**config.mk**
```make
export PLATFORM = sky130hd
export DESIGN_NAME = csr_issue_serializer
export DESIGN_NICKNAME = d
export VERILOG_FILES = /design/src/rtl/csr_issue_serializer.sv
export SDC_FILE = /design/constraint.sdc
export NUM_CORES = 2
export LEC_CHECK = 0
export ABC_AREA = 1
export CORE_ASPECT_RATIO = 0.9
export CORE_MARGIN = 5
export CORE_UTILIZATION = 45
export DETAILED_ROUTE_END_ITERATION = 7
export GPL_TIMING_DRIVEN = 0
export MAX_ROUTING_LAYER = met4
export SETUP_SLACK_MARGIN = 0.4
export SYNTH_ARGS = -nofsm -noshare
export SYNTH_HDL_FRONTEND = slang
export SYNTH_SLANG_ARGS = --single-unit
```
**constraint.sdc**
```tcl
create_clock -name clk -period 11.15 [get_ports clk]
set_clock_uncertainty 0.05 [all_clocks]
set_input_delay 1.6725 -clock clk [delete_from_list [all_inputs] [get_ports clk]]
set_output_delay 1.6725 -clock clk [all_outputs]
set_load 0.1 [all_outputs]
```
**src/rtl/csr_issue_serializer.sv**
```systemverilog
// CSR issue serializer: buffers CSR instructions in a circular queue, resolves the
// rs1 operand (immediate / bypass / GRF) and dispatches one CSR at a time.
module csr_issue_serializer #(
  parameter int              INSTR_W    = 113,
  parameter int              XLEN       = 32,
  parameter int              DEPTH      = 16,
  parameter int              DEP_W      = 4,
  parameter logic [DEP_W-1:0] BYPASS_TAG = {DEP_W{1'b1}},
  parameter int              REG_W      = 5
) (
  input  logic                     clk,
  input  logic                     rstn,
  input  logic                     i_flush,
  input  logic                     i_in_valid,
  output logic                     o_in_ready,
  input  logic [INSTR_W-1:0]       i_in_instr,
  input  logic                     i_in_imm_sel,
  input  logic [XLEN-1:0]          i_in_imm,
  input  logic [DEP_W-1:0]         i_in_dep,
  input  logic [REG_W-1:0]         i_in_rs1,
  output logic [REG_W-1:0]         o_rf_rs1,
  input  logic [XLEN-1:0]          i_rf_data,
  input  logic                     i_byp_valid,
  input  logic [XLEN-1:0]          i_byp_data,
  output logic                     o_ex_valid,
  input  logic                     i_ex_ready,
  output logic [INSTR_W-1:0]       o_ex_instr,
  output logic [XLEN-1:0]          o_ex_operand,
  input  logic                     i_wb_done,
  output logic [$clog2(DEPTH):0]   o_count,
  output logic [$clog2(DEPTH):0]   o_count_gray,
  output logic                     o_busy,
  output logic                     o_wb_err
);

  localparam int PTR_W = $clog2(DEPTH);
  localparam int CNT_W = PTR_W + 1;

  typedef enum logic [1:0] {IDLE, OUT, WAIT_WB} state_t;

  typedef struct packed {
    logic [INSTR_W-1:0] instr;
    logic               imm_sel;
    logic [XLEN-1:0]    imm;
    logic [DEP_W-1:0]   dep;
    logic [REG_W-1:0]   rs1;
  } entry_t;

  entry_t             mem [DEPTH];
  entry_t             head;
  logic [PTR_W-1:0]   wr_ptr, rd_ptr;
  logic [CNT_W-1:0]   count, count_nxt;
  state_t             state, state_nxt;
  logic               push, pop, op_ready;
  logic [XLEN-1:0]    head_operand;

  assign head       = mem[rd_ptr];
  assign o_rf_rs1   = head.rs1;
  assign o_in_ready = (count != CNT_W'(DEPTH));
  assign push       = i_in_valid && o_in_ready && !i_flush;
  assign o_count    = count;
  assign o_busy     = (state != IDLE);

  // NOTE: payload storage has no reset; count/pointers alone decide which entries are live.
  always_ff @(posedge clk) begin
    if (push) mem[wr_ptr] <= '{instr: i_in_instr, imm_sel: i_in_imm_sel, imm: i_in_imm,
                               dep: i_in_dep, rs1: i_in_rs1};
  end

  // NOTE: every always_comb output gets a default first so no latch is inferred.
  always_comb begin
    head_operand = i_rf_data;
    op_ready     = 1'b1;
    if (head.imm_sel) begin
      head_operand = head.imm;
    end else if (head.dep == BYPASS_TAG) begin
      head_operand = i_byp_data;
      op_ready     = i_byp_valid;
    end
  end

  always_comb begin
    state_nxt = state;
    pop       = 1'b0;
    case (state)
      IDLE: begin
        if (count != '0 && op_ready && !i_flush) begin
          pop       = 1'b1;
          state_nxt = OUT;
        end
      end
      OUT:     if (i_ex_ready) state_nxt = WAIT_WB;
      WAIT_WB: if (i_wb_done)  state_nxt = IDLE;
      default: state_nxt = IDLE;
    endcase
  end

  always_comb begin
    count_nxt = count;
    if (i_flush)             count_nxt = '0;
    else if (push && !pop)   count_nxt = count + 1'b1;
    else if (pop && !push)   count_nxt = count - 1'b1;
  end

  always_ff @(posedge clk) begin
    if (!rstn) begin
      state        <= IDLE;
      wr_ptr       <= '0;
      rd_ptr       <= '0;
      count        <= '0;
      o_count_gray <= '0;
      o_ex_valid   <= 1'b0;
      o_ex_instr   <= '0;
      o_ex_operand <= '0;
      o_wb_err     <= 1'b0;
    end else begin
      state        <= state_nxt;
      count        <= count_nxt;
      o_count_gray <= count_nxt ^ (count_nxt >> 1);
      // DEPTH is a power of two, so pointer increments wrap on their own.
      if (i_flush) begin
        wr_ptr <= '0;
        rd_ptr <= '0;
      end else begin
        if (push) wr_ptr <= wr_ptr + 1'b1;
        if (pop)  rd_ptr <= rd_ptr + 1'b1;
      end
      if (pop) begin
        o_ex_valid   <= 1'b1;
        o_ex_instr   <= head.instr;
        o_ex_operand <= head_operand;
      end else if (state == OUT && i_ex_ready) begin
        o_ex_valid <= 1'b0;
      end
      if (i_wb_done && state != WAIT_WB) o_wb_err <= 1'b1;
    end
  end

endmodule

```
==> key figures <==
Timing
  – Max-slew violations: 11
  – Endpoints failing setup: 0
  – Max Fclk: 0.114 GHz
  – Total Neg Setup Slack: 0 ns
  – Slew @ Worst Pin: 1.52 ns
  – Endpoints failing hold: 0
  – Period utilization: 0.786
  – Max-slew headroom: -0.0136
  – RSZ-0062 raised after global routing: no
  – Post-layout min period: 8.77 ns
  – WHS: 0.408 ns

Global route
  – GR Util All Layers: 0.303
  – GRT Residual Overflow: 0
  – First-pass GRT wire length: 501000 um
  – Largest net degree at the start of global routing: 27
  – Initial antenna violation count: 67
  – Vias in the first global route: 68400

Power and ir drop
  – Pleak: 39.2 nW
  – P per Cell Area: 178 nW/um2
  – PnR Total Power: 21.5 mW
  – Peak VDD IR: 0.153 mV

Worst setup path
  – Kind of critical path: reg -> out
  – Critical path fanouts, max: 10
  – Nature of the critical path startpoint: flop
  – Critical Path AT: 7.04 ns
  – Data required, critical path: 9.43 ns
  – Setup crit end kind: primary output

Yosys
  – Post-synth cell types: 34
  – Post-Syn Area: 102000 um2
  – Post-Synthesis Cells: 7662
  – Share of flip-flops with an asynchronous set or reset: 0
  – Flops & latches, synth: 2650
  – Post-synth top flop: edfxtp_1
  – YS warnings: 0
  – Syn_nets: 7895
  – Sequential share of the synthesized area: 0.764
  – Post-synth EDFFs: 2480
  – Syn_area_per_cell: 13.3 um2

Outcome
  – Status: complete, but fails checks
  – Violated checks: capacitance limit, slew limit

Die
  – Num ports: 390
  – Die ar.: 236000 um2
  – DIE WIDTH: 512 um
  – Core area: 225000 um2
  – Row count: 165
  – Die H: 461 um
  – Starting Density: 0.453

CTS
  – Longest Clk Path Bufs: 4
  – Hold_buf cts: 0
  – TritonCTS buffer count: 283
  – CTS root buf: clkbuf_16
  – CTS tree: done
  – Post_cts resized: 0
  – CTS clk-pin slew, worst paths: 0.06 ns
  – Post-CTS setup buffer count: 0
  – H-tree Lvls: 5
  – Clock Sinks: 2650
  – Worst-skew pair later-pin latency: 0.93 ns

Run
  – Max_cap viols: 1

Detailed routing
  – Post-Route WL: 357000 um
  – Antenna viol nets, final: 0
  – DRC: 0
  – WL/cell: 30.5 um
  – DR vias: 71600
  – Initial DRC count: 10300
  – Via-to-Cell Ratio: 6.11
  – Detailed Routing Iterations Pass 1: 8

Layout
  – FF+latch area: 77900 um2
  – Multi-input combinational cell area: 21500 um2
  – Post-route cell area: 121000 um2
  – Nets: 8694
  – Most frequent cells in the layout: edfxtp_1, nor2_1, o21ai_0
  – Layout cell share with drive strength beyond 1: 0.0781
  – Area delta synth->final: 18.7%
  – Filler cells: 18600
  – Most common cell after layout, fill and taps aside: edfxtp_1

Placed design
  – Placed Area: 112000 um2
  – IO Port Bufs: 389
  – Routability congestion estimate: 0.873
  – DPL Wire Length: 242000 um

Min path
  – Hold/Removal Path Class: reg -> reg
[power by group]
group	switching [mW]	leakage, nW	internal (mW)
Clock	3.76	4.15	5.14
Combinational	1.24	11.4	0.372
Sequential	0.0605	23.7	11.0
Total	5.06	39.2	16.5
[metal layers]
layer | GRT usage | share of wire | vias up
li1 | - | - | 30500
met4 | 0.121 | 0.043 | 0
met5 | - | 0 | -
met3 | 0.0762 | 0.12 | 784
met2 | 0.455 | 0.45 | 4574
met1 | 0.399 | 0.39 | 35800
[final timing paths]
check                        startpoint                          end  slack (ns)  cells past startpoint
hold / removal    o_wb_err$_SDFFE_PN0P_        o_wb_err$_SDFFE_PN0P_        0.41                      2
setup / recovery                   flop                  o_rf_rs1[2]        2.38                     10
setup reg to reg                   flop  o_ex_instr[75]$_SDFFE_PN0N_        6.11                     10
hold reg to reg   o_wb_err$_SDFFE_PN0P_        o_wb_err$_SDFFE_PN0P_        0.41                      2
[through the flow]
stage	utilization	setup WS, ns	cells
3_5_place_dp	0.499	3.56	11200
6_report	0.537	2.38	11700
4_1_cts	0.537	2.56	11700
5_1_grt	0.537	2.42	11700
2_1_floorplan	-	0.940	7662
3_3_place_gp	0.487	-7.66	11100
[Yosys cell counts (7+ instances only)]
| cell type | number | area (um2) |
|---|---|---|
| a21oi_1 | 126 | 631 |
| a31oi_1 | 27 | 169 |
| a32o_1 | 14 | 140 |
| buf_1 | 18 | 67.6 |
| buf_2 | 135 | 676 |
| buf_4 | 17 | 128 |
| clkbuf_1 | 406 | 1520 |
| dfxtp_1 | 170 | 3400 |
| edfxtp_1 | 2480 | 74500 |
| ha_1 | 7 | 87.6 |
| inv_1 | 58 | 218 |
| nand2_1 | 345 | 1290 |
| nand3_1 | 206 | 1030 |
| nand4_1 | 7 | 43.8 |
| nor2_1 | 1467 | 5510 |
| o211ai_1 | 55 | 413 |
| o21ai_0 | 1382 | 6920 |
| o21ai_1 | 45 | 225 |
| o221ai_1 | 185 | 1620 |
| o22ai_1 | 467 | 2920 |
| o32ai_1 | 21 | 184 |
[layout make-up]
class                           count  area share
Antenna cell                       54     0.00112
Clock inverter                     95     0.00719
Sequential cell                  2650       0.644
Timing Repair Buffer              514      0.0542
Multi-Input combinational cell   4372       0.177
Clock buffer                      386      0.0631
Buffer                            578      0.0201
Inverter                           62     0.00194
Tap cell                         3006      0.0311
[critical path: stages (launching register included)]
cell and delay (ns):
dfxtp_1 0.29, buf_2 0.26, inv_1 0.31, buf_2 0.60
clkbuf_1 1.12, clkbuf_1 1.00, clkbuf_1 0.56, o21ai_0 0.21
o22ai_1 0.41, buf_4 0.18, clkdlybuf4s50_1 1.12
[flip-flops by register name, indices dropped and copies added (netlist names), named ones only]
register,flops
mem,2480
o_ex_instr,113
o_ex_operand,32
o_count_gray,5
o_count,4
rd_ptr,4
wr_ptr,4
state,2
o_ex_valid,1
o_wb_err,1
[cells by family (layout without fill, tap and decap cells)]
family / after synthesis / count (layout) / share of synthesized area
flops: 2650 / 2650 / 0.764
simple gates: 2038 / 2038 / 0.0784
mux: 1 / 1 / 0.0000983
fa+ha+maj: 7 / 7 / 0.000860
buf+inv: 640 / 1635 / 0.0260
xor+xnor: 4 / 4 / 0.000344
compound gates: 2322 / 2322 / 0.130
other cells: 0 / 54 / 0
(Power assumes the default switching activity.)
